### src/rtl/mux11_pkg.sv
// mux11_pkg: shared types and constants for the 11-requester round-robin
// arbiter that drives the mux11to1 select chain.
//   N      number of requesters (matches the mux width)
//   IDXW   width of a binary requester index
//   FW     width of the mux chain select vector f
//   state_t  arbiter FSM encoding
//   sel_of   index -> chain select mapping
package mux11_pkg;

  localparam int N    = 11;
  localparam int IDXW = 4;
  localparam int FW   = N - 1;

  typedef enum logic [1:0] {
    IDLE  = 2'd0,
    GRANT = 2'd1,
    GAP   = 2'd2
  } state_t;

  // Stage 0 picks a0/a1 and stage k picks the running value or a[k+1], so
  // input i is reached by setting only bit i-1; input 0 needs every bit low.
  function automatic logic [FW-1:0] sel_of(input logic [IDXW-1:0] i);
    logic [FW-1:0] s;
    s = '0;
    for (int k = 1; k < N; k++) begin
      if (i == IDXW'(k)) s[k-1] = 1'b1;
    end
    return s;
  endfunction

endpackage

### src/rtl/mux11_rr_arbiter_rr_pick11.sv
// rr_pick11: combinational rotating-priority picker.
//   req   in  N     request vector
//   ptr   in  IDXW  index holding highest priority (0..N-1)
//   found out 1     at least one request is set
//   win   out IDXW  first set request at or above ptr, wrapping N-1 -> 0
module rr_pick11
  import mux11_pkg::*;
(
  input  logic [N-1:0]    req,
  input  logic [IDXW-1:0] ptr,
  output logic            found,
  output logic [IDXW-1:0] win
);

  logic [IDXW:0]   sum;
  logic [IDXW-1:0] cand;

  always_comb begin
    found = 1'b0;
    win   = '0;
    sum   = '0;
    cand  = '0;
    for (int i = 0; i < N; i++) begin
      // ptr + i can reach 20, so form it one bit wider before wrapping.
      sum = {1'b0, ptr} + (IDXW+1)'(i);
      if (sum >= (IDXW+1)'(N)) sum = sum - (IDXW+1)'(N);
      cand = sum[IDXW-1:0];
      if (!found && req[cand]) begin
        found = 1'b1;
        win   = cand;
      end
    end
  end

endmodule

### src/rtl/mux11_rr_arbiter.sv
// mux11_rr_arbiter: round-robin arbiter and select sequencer for mux11to1.
// Grants one of N requesters at a time and drives the registered mux chain
// select f for the winner. Every grant is followed by a one-cycle GAP so two
// grants are never back to back.
//   clk, rst   rising-edge clock, asynchronous active-high reset
//   req        level requests, held while a requester wants the mux
//   gnt        registered one-hot grant
//   idx        binary index of the grantee, 0 when no grant is active
//   f          registered chain select; holds its last value between grants
//   busy       a grant is active
//   tmo        one-cycle pulse in the GAP cycle after a forced release
//   dbg_state  current FSM state (IDLE/GRANT/GAP encoding from mux11_pkg)
// Optional feature: define MUX11_ARB_TIMEOUT_EN to force-release a grant
// after MAX_HOLD cycles (1..255). Without it tmo is constant 0 and grants
// last as long as the request does.
// Handshake: req is a level; a requester owns the mux from the first cycle
// gnt shows its bit until the cycle after it drops req (or is timed out).
module mux11_rr_arbiter
  import mux11_pkg::*;
#(
  parameter int MAX_HOLD = 16
) (
  input  logic            clk,
  input  logic            rst,
  input  logic [N-1:0]    req,
  output logic [N-1:0]    gnt,
  output logic [IDXW-1:0] idx,
  output logic [FW-1:0]   f,
  output logic            busy,
  output logic            tmo,
  output logic [1:0]      dbg_state
);

  generate
    if (MAX_HOLD < 1 || MAX_HOLD > 255) begin : g_bad_hold
      $error("mux11_rr_arbiter: MAX_HOLD must be in 1..255");
    end
  endgenerate

  state_t          state;
  logic [IDXW-1:0] ptr;
  logic            found;
  logic [IDXW-1:0] win;
  logic [IDXW-1:0] ptr_next;

  rr_pick11 u_pick (
    .req   (req),
    .ptr   (ptr),
    .found (found),
    .win   (win)
  );

  // Priority moves to the requester just after the one being released.
  assign ptr_next  = (idx == IDXW'(N-1)) ? '0 : idx + 1'b1;
  assign dbg_state = state;

`ifdef MUX11_ARB_TIMEOUT_EN
  logic [7:0] hold_cnt;

  always_ff @(posedge clk or posedge rst) begin
    if (rst) begin
      state    <= IDLE;
      gnt      <= '0;
      idx      <= '0;
      f        <= '0;
      busy     <= 1'b0;
      tmo      <= 1'b0;
      ptr      <= '0;
      hold_cnt <= '0;
    end else begin
      tmo <= 1'b0;
      case (state)
        IDLE: begin
          if (found) begin
            gnt      <= N'(1) << win;
            idx      <= win;
            f        <= sel_of(win);
            busy     <= 1'b1;
            hold_cnt <= '0;
            state    <= GRANT;
          end
        end
        GRANT: begin
          // A request drop wins over a coincident timeout: no tmo pulse.
          if (!req[idx] || hold_cnt == 8'(MAX_HOLD-1)) begin
            tmo   <= req[idx];
            gnt   <= '0;
            idx   <= '0;
            busy  <= 1'b0;
            ptr   <= ptr_next;
            state <= GAP;
          end else if (hold_cnt != 8'hFF) begin
            hold_cnt <= hold_cnt + 8'd1;
          end
        end
        GAP:     state <= IDLE;
        default: state <= IDLE;
      endcase
    end
  end
`else
  always_ff @(posedge clk or posedge rst) begin
    if (rst) begin
      state <= IDLE;
      gnt   <= '0;
      idx   <= '0;
      f     <= '0;
      busy  <= 1'b0;
      ptr   <= '0;
    end else begin
      case (state)
        IDLE: begin
          if (found) begin
            gnt   <= N'(1) << win;
            idx   <= win;
            f     <= sel_of(win);
            busy  <= 1'b1;
            state <= GRANT;
          end
        end
        GRANT: begin
          if (!req[idx]) begin
            gnt   <= '0;
            idx   <= '0;
            busy  <= 1'b0;
            ptr   <= ptr_next;
            state <= GAP;
          end
        end
        GAP:     state <= IDLE;
        default: state <= IDLE;
      endcase
    end
  end

  assign tmo = 1'b0;
`endif

endmodule

### config.mk
export PLATFORM = sky130hd
export DESIGN_NAME = mux11_rr_arbiter
export DESIGN_NICKNAME = d
export VERILOG_FILES = /design/src/rtl/mux11_pkg.sv /design/src/rtl/mux11_rr_arbiter_rr_pick11.sv /design/src/rtl/mux11_rr_arbiter.sv
export SDC_FILE = /design/constraint.sdc
export NUM_CORES = 1
export LEC_CHECK = 0
export CAP_MARGIN = 40
export CORE_MARGIN = 4
export CORE_UTILIZATION = 32
export DETAILED_ROUTE_END_ITERATION = 6
export GPL_TIMING_DRIVEN = 0
export PLACE_DENSITY = 0.56
export SLEW_MARGIN = 10
export SYNTH_ARGS = -nofsm -noshare
export SYNTH_HDL_FRONTEND = slang
export SYNTH_SLANG_ARGS = --single-unit
### constraint.sdc
create_clock -name clk -period 4.46 [get_ports clk]
set_input_delay 0.446 -clock clk [delete_from_list [all_inputs] [get_ports clk]]
set_output_delay 0.446 -clock clk [all_outputs]
set_load 0.05 [all_outputs]
# Word level (Yosys, flattened, before mapping)
# Index checks and enable logic that the tools add are counted.
[classes] multipliers=0 shift=1 bitwise=1 addsub=22 reduce_logical=26 mux=80 n_eq_ne=14 div_mod_pow=0 magnitude_cmp=23
[op_table] op="4-bit two-way mux" count=25
[op_table] op="4-bit by 5-bit less-than comparator with 1-bit output, second input constant" count=12
[op_table] op="5-bit by 4-bit greater-or-equal comparator with 1-bit output, second input constant" count=10
[op_table] op="1-bit binary-select mux with 4-bit select" count=12
[op_table] op="4-bit subtractor, second input constant" count=11
[op_table] op="1-bit two-way mux" count=35
[op_table] op="11-bit two-way mux" count=2
[op_table] op="11-bit case mux with 2 select lines" count=1
[op_table] op="4-bit by 3-bit adder with 5-bit output, second input constant" count=4
[op_table] op="4-bit by 3-bit equality test with 1-bit output, second input constant" count=4
[op_table] op="4-bit equality test, second input constant" count=4
[op_table] op="4-bit by 4-bit adder with 5-bit output, second input constant" count=3
[op_table] op="1-bit by 4-bit << shifter with 11-bit output, first input constant" count=1
[op_table] op="4-bit by 2-bit adder with 5-bit output, second input constant" count=2
[op_table] op="1-bit logical AND" count=10
[op_table] op="1-bit zero test" count=10
[op_table] op="4-bit by 2-bit equality test with 1-bit output, second input constant" count=2
[op_table] op="4-bit case mux with 2 select lines" count=1
[op_table] op="2-bit AND reduction" count=3
[op_table] op="4-bit by 1-bit adder with 5-bit output, second input constant" count=1
[op_table] op="4-bit by 1-bit adder with 4-bit output, second input constant" count=1
[op_table] op="4-bit by 1-bit equality test with 1-bit output, second input constant" count=1
[op_table] op="4-bit greater-or-equal comparator, second input constant" count=1
[op_table] op="2-bit two-way mux" count=2
[op_table] op="8 further kinds" count=9
[word_totals] mem_bits_rw=0 romBits=0 mem_count=0 latch_bits=0 out_inout_bits=29 wordCells=173 input_bits=13 reg_bits=32

# Logic depth before layout (Yosys ltp)
[logic_depth] word_depth=38 depth_mapped=23 ltp_nobuf=13

# Cells and area by module
# A second synthesis with hierarchy kept.
[unflattened] cells_unflattened=785 area_unflattened_um2=5944.5
[by_module_without_submodules] mod="rr_pick11" seq_area_each_um2=0.0 area_each_um2=4460.5 cells_per_inst=652 instances=1
[by_module_without_submodules] mod="mux11_rr_arbiter" seq_area_each_um2=800.8 area_each_um2=1483.9 cells_per_inst=133 instances=1

# Worst setup path before layout
# No wires, ideal clock.
[synth_timing] path_type="register to register" start="reg ptr[0]" end="reg f[5]" setup_ns=0.096 arrival_time_ns=4.704 stages_incl_launch_ff=22 setup_slack_ns=-0.339 period_less_slack_ns=4.799 path_buffers=8 path_cell_list="dfrtp_1 -> buf_6 -> buf_6 -> clkinv_1 -> buf_2 -> buf_1 -> ha_1 -> buf_4 -> or3b_2 -> a21oi_1 -> o2bb2ai_1 -> a32o_1 -> nor2b_1 -> clkbuf_1 -> and4b_1 -> buf_4 -> and4_4 -> nand2_1 -> or4_4 -> a21o_1 -> buf_2 -> o31ai_1"
[synth_between] elab_chain_len=37
[synth_lines] element="start: declaration" line_no="mux11_rr_arbiter.sv:41" rtl="logic [IDXW-1:0] ptr;"
[synth_lines] element="start signal: assignment" line_no="mux11_rr_arbiter.sv:126" rtl="ptr <= ptr_next;"
[synth_lines] element="parallel branches: the longest is 37 deep, another holds 4-bit by 1-bit adder with 5-bit output"
[synth_lines] element="end signal: assignment" line_no="mux11_rr_arbiter.sv:116" rtl="f <= sel_of(win);"
[synth_lines] element="end: declaration" line_no="mux11_rr_arbiter.sv:28" rtl="output logic [FW-1:0] f,"
# Parallel ways; which one is timed is not known. The select of a mux whose other input is x is not followed.
# A chain may end at the register's enable or synchronous reset.

# Worst setup path in the final report
[layout_timing] start="in req[4]" end="reg gnt[0]"
[layout_between] elab_chain_len=36
[layout_lines] element="start: declaration" line_no="mux11_rr_arbiter.sv:25" rtl="input logic [N-1:0] req,"
[layout_lines] element="1-bit binary-select mux with 4-bit select" line_no="mux11_rr_arbiter_rr_pick11.sv:28" rtl="if (!found && req[cand]) begin"
[layout_lines] element="1-bit two-way mux (implied by the code)" line_no="mux11_rr_arbiter_rr_pick11.sv:28"
[layout_lines] element="1-bit two-way mux" line_no="mux11_rr_arbiter_rr_pick11.sv:28"
[layout_lines] element="1-bit zero test" line_no="mux11_rr_arbiter_rr_pick11.sv:28"
[layout_lines] element="1-bit logical AND" line_no="mux11_rr_arbiter_rr_pick11.sv:28"
[layout_lines] element="1-bit two-way mux" line_no="mux11_rr_arbiter_rr_pick11.sv:28"
[layout_lines] element="1-bit zero test" line_no="mux11_rr_arbiter_rr_pick11.sv:28"
[layout_lines] element="1-bit logical AND" line_no="mux11_rr_arbiter_rr_pick11.sv:28"
[layout_lines] element="[20 not listed]"
[layout_lines] element="1-bit logical AND" line_no="mux11_rr_arbiter_rr_pick11.sv:28"
[layout_lines] element="1-bit two-way mux" line_no="mux11_rr_arbiter_rr_pick11.sv:28"
[layout_lines] element="1-bit zero test" line_no="mux11_rr_arbiter_rr_pick11.sv:28"
[layout_lines] element="1-bit logical AND" line_no="mux11_rr_arbiter_rr_pick11.sv:28"
[layout_lines] element="4-bit two-way mux" line_no="mux11_rr_arbiter_rr_pick11.sv:28"
[layout_lines] element="1-bit by 4-bit << shifter with 11-bit output" line_no="mux11_rr_arbiter.sv:114" rtl="gnt <= N'(1) << win;"
[layout_lines] element="11-bit two-way mux" line_no="mux11_rr_arbiter.sv:113" rtl="if (found) begin"
[layout_lines] element="11-bit case mux with 2 select lines" line_no="mux11_rr_arbiter.sv:111" rtl="case (state)"
[layout_lines] element="end signal: assignment" line_no="mux11_rr_arbiter.sv:114"
[layout_lines] element="end: declaration" line_no="mux11_rr_arbiter.sv:26" rtl="output logic [N-1:0] gnt,"
# Several ways; a longest one is shown, not always the timed one. The select of a mux whose other input is x is not followed.

==> summary.md <==
| Metric | Value |
|---|---|
| Antenna Nets Post-Route | `0` |
| Flop2flop setup slack | `-20 ps` |
| CTS tree | `done` |
| Chip width | `153 µm` |
| Final Hold Fails | `0` |
| Worst hold slack | `479 ps` |
| Yosys top cell by area | `dfrtp_1` |
| Share of the synthesized area in the top cell type | `11.9%` |
| Crit path kind | `in -> reg` |
| DIE HEIGHT | `153 µm` |
| Vias in the first global route | `8,153` |
| Mapped Area | `0.00673 mm²` |
| CTS root buf | `clkbuf_16` |
| Number of synthesized flops with an enable pin | `0` |
| Reg-to-Reg End | `gnt[0]` |
| Synth warn | `0` |
| CP startpoint | `req[4]` |
| Synth async-reset ratio | `between 90% and 100%` |
| Core footprint | `0.0204 mm²` |
| Max Fanout on Critical Path | `10` |
| Ranking of synthesized cells by area | `dfrtp_1 12%, nand2_1 5.9%, mux2i_1 4.9%, o21ai_0 4.6%, a21oi_1 4.0%` |
| Worst r2r src | `ptr[0]` |
| Crit path capture type | `flop` |
| Sequential area share after synthesis | `11.9%` |
| Ratio of cells with drive above 1 in the final layout | `about 34%` |
| FMAX | `219 MHz` |
| #FFs+latches synth | `32` |
| HP Class | `reg -> reg` |
| ANT cells | `0` |
| Starting Density | `32.9%` |
| Slew @ Worst Pin | `between 900 and 1000 ps` |
| Worst-path clk slew | `50 ps` |
| CP Capture Point | `gnt[0]` |
| Critical Path AT | `4750 ps` |
| Antenna violations before repair | `0` |
| Starting DRT DRC Count | `1,336` |
| Met3 Usage GRT | `between 6 and 7%` |
| Synthesis-to-finish area growth | `45.7%` |
| RSZ-0062 raised after global routing | `yes` |
| Reg2Reg Depth | `15` |
| Gr busiest metal | `met2` |
| Syn Area/Cell | `7.25 µm²` |
| Crit path launch type | `input pin` |
| Fin util | `48.0%` |
| Full die area | `0.0234 mm²` |
| Data required time of the worst path | `approximately 4600 ps` |
| Total gr overflow | `0` |
| IO Count | `42` |
| Worst skew pair latency | `approximately 280 ps` |
| # H-tree levels | `2` |
| Overall Global Routing Usage | `28.2%` |
| DP Wirelength | `24.6 mm` |
| Slew Limit Fails | `0` |
| Status | `finished with violations` |
| Wire per inst | `26.7 µm` |
| Met2 GRT Util | `between 40% and 50%` |
| WL final | `approximately 36 mm` |
| Filler cell count | `between 1,500 and 2,000` |
| Max Cap Violations | `0` |
| Pre-Repair DR Iteration Count | `6` |
| CTS Buf Count | `5` |
| Detailed-route DRC error count | `0` |
| Min Tclk post-route | `4560 ps` |
| Final Skew | `4.53 ps` |
| Hold path start | `f[1]` |
| Port Buf Inserts | `37` |
| Placement row count | `52` |
| Gp weighted congestion | `around 1.0` |
| Period utilization | `102%` |
| Via density per instance | `6.78` |
| First-pass GRT wire length | `52.2 mm` |
| Hold Buf Count CTS | `0` |
| Max clock buf depth | `2` |
| Post-route worst setup slack | `-103 ps` |
| Final setup vio count | `9` |
| Via count | `9,112` |
| Fin nets | `1,101` |
| Syn Inst Count | `approximately 930` |
| Distinct cells, synth | `97` |
| Sink Count | `32` |
| Syn_nets | `957` |
| Main synth FF type | `dfrtp_1` |
| Relative slew slack | `a little under two fifths` |
| Failing checks | `negative setup slack` |
| Largest net degree at the start of global routing | `22` |
| GR Util met1 | `38.0%` |
[synth_stat cells, drive strengths merged (8+ instances only)]
master / n
xnor2: 24
nor3: 31
nand3: 25
ha: 16
nor2b: 11
or4: 8
a21oi: 63
o22ai: 14
and3: 12
nand4: 12
dfrtp: 32
o31ai: 29
a31oi: 12
a211oi: 28
nand2: 107
nor2: 59
mux2: 10
buf: 51
a211o: 10
clkbuf: 38
nand2b: 13
o21ai: 70
inv: 23
a21boi: 8
mux2i: 33
a21o: 12
and2: 16
o211ai: 17
[cells by family after synthesis]
group | count (synthesis) | synth area share (%)
AOI/OAI and AO/OA | 355 | 38.5
xor gates and xnor gates | 26 | 3.89
adders and majority gates | 16 | 2.97
buffers and inverters | 113 | 8.42
DFF | 32 | 11.9
muxes | 50 | 8.92
other | 1 | 0.0557
and+or+nand+nor | 335 | 25.4
[how the worst min path moves through the flow]
stage                         to  slack [ps]  depth (start not counted)
after detailed placement    f[1]         470                          2
after floorplan             busy         560                          1
after global placement    gnt[1]         460                          2
final                       f[1]         480                          2
after global routing      gnt[0]         500                          2
after CTS                   f[1]         480                          2
[metrics by stage]
step	setup TNS, ps	instance area (µm²)	std cells	setup slack [ps]
after global routing	-606	9810	1343	-93.6
final	-382	9810	1343	-103
after global placement	-43670	7480	1235	-1810
after floorplan	0	6770	928	1.26
after detailed placement	-39700	7520	1238	-1650
after CTS	-1260	8830	1293	-117
[placed cells by master (no fill, tap or decap), types with 14 or more instances in the layout]
cell             count
nor3_1              26
dfrtp_1             28
clkdlybuf4s50_1     37
nor2_1              56
a21oi_1             48
clkbuf_1            15
clkbuf_2            14
buf_4              106
nand2_1            103
o31ai_1             18
buf_6               20
o21ai_0             57
a211oi_1            16
inv_1               17
nand3_1             23
mux2i_1             26
o211ai_1            17
[area by class of cell]
| class | count | area, µm² | area share, % |
|---|---|---|---|
| Clock inverter | 3 | 42.5 | 0.434 |
| Sequential cell | 32 | 806 | 8.22 |
| Multi-Input combinational cell | 785 | 6360 | 64.9 |
| Timing Repair Buffer | 146 | 1300 | 13.2 |
| Tap cell | 270 | 338 | 3.45 |
| Clock buffer | 5 | 125 | 1.28 |
| Inverter | 24 | 151 | 1.54 |
| Buffer | 78 | 683 | 6.97 |
[flip-flops by register name, indices dropped and copies added (netlist names)]
register and flops:
busy 1, dbg_state 2, f 10, gnt 11, idx 4, ptr 4
[critical path, cell delays in order]
cell and delay (ps):
clkdlybuf4s50_1 850, clkbuf_1 650, mux2i_1 350, mux2_2 370, a31o_2 260, o31a_1 350
and4b_1 260, or4_4 550, a211o_4 420, o31ai_1 250
[layer usage]
| metal | part of all wire (%) | vias up |
|---|---|---|
| li1 | - | 3855 |
| met1 | 39 | 4323 |
| met2 | 42 | 744 |
| met3 | 12 | 190 |
| met4 | 6.8 | 0 |
| met5 | 0 | - |
[repair_timing]
action                                  4_1_cts  5_1_grt
gates cloned                                  3        1
pin swaps                                    40       57
hold endpoints to repair                      0        0
resized for setup                           168      146
setup buffers                                50       54
endpoints found under the setup margin       27       27
Power is left out: the tool's default activity adds up to more than one toggle a clock period on the data nets, which glitch-free logic cannot reach.
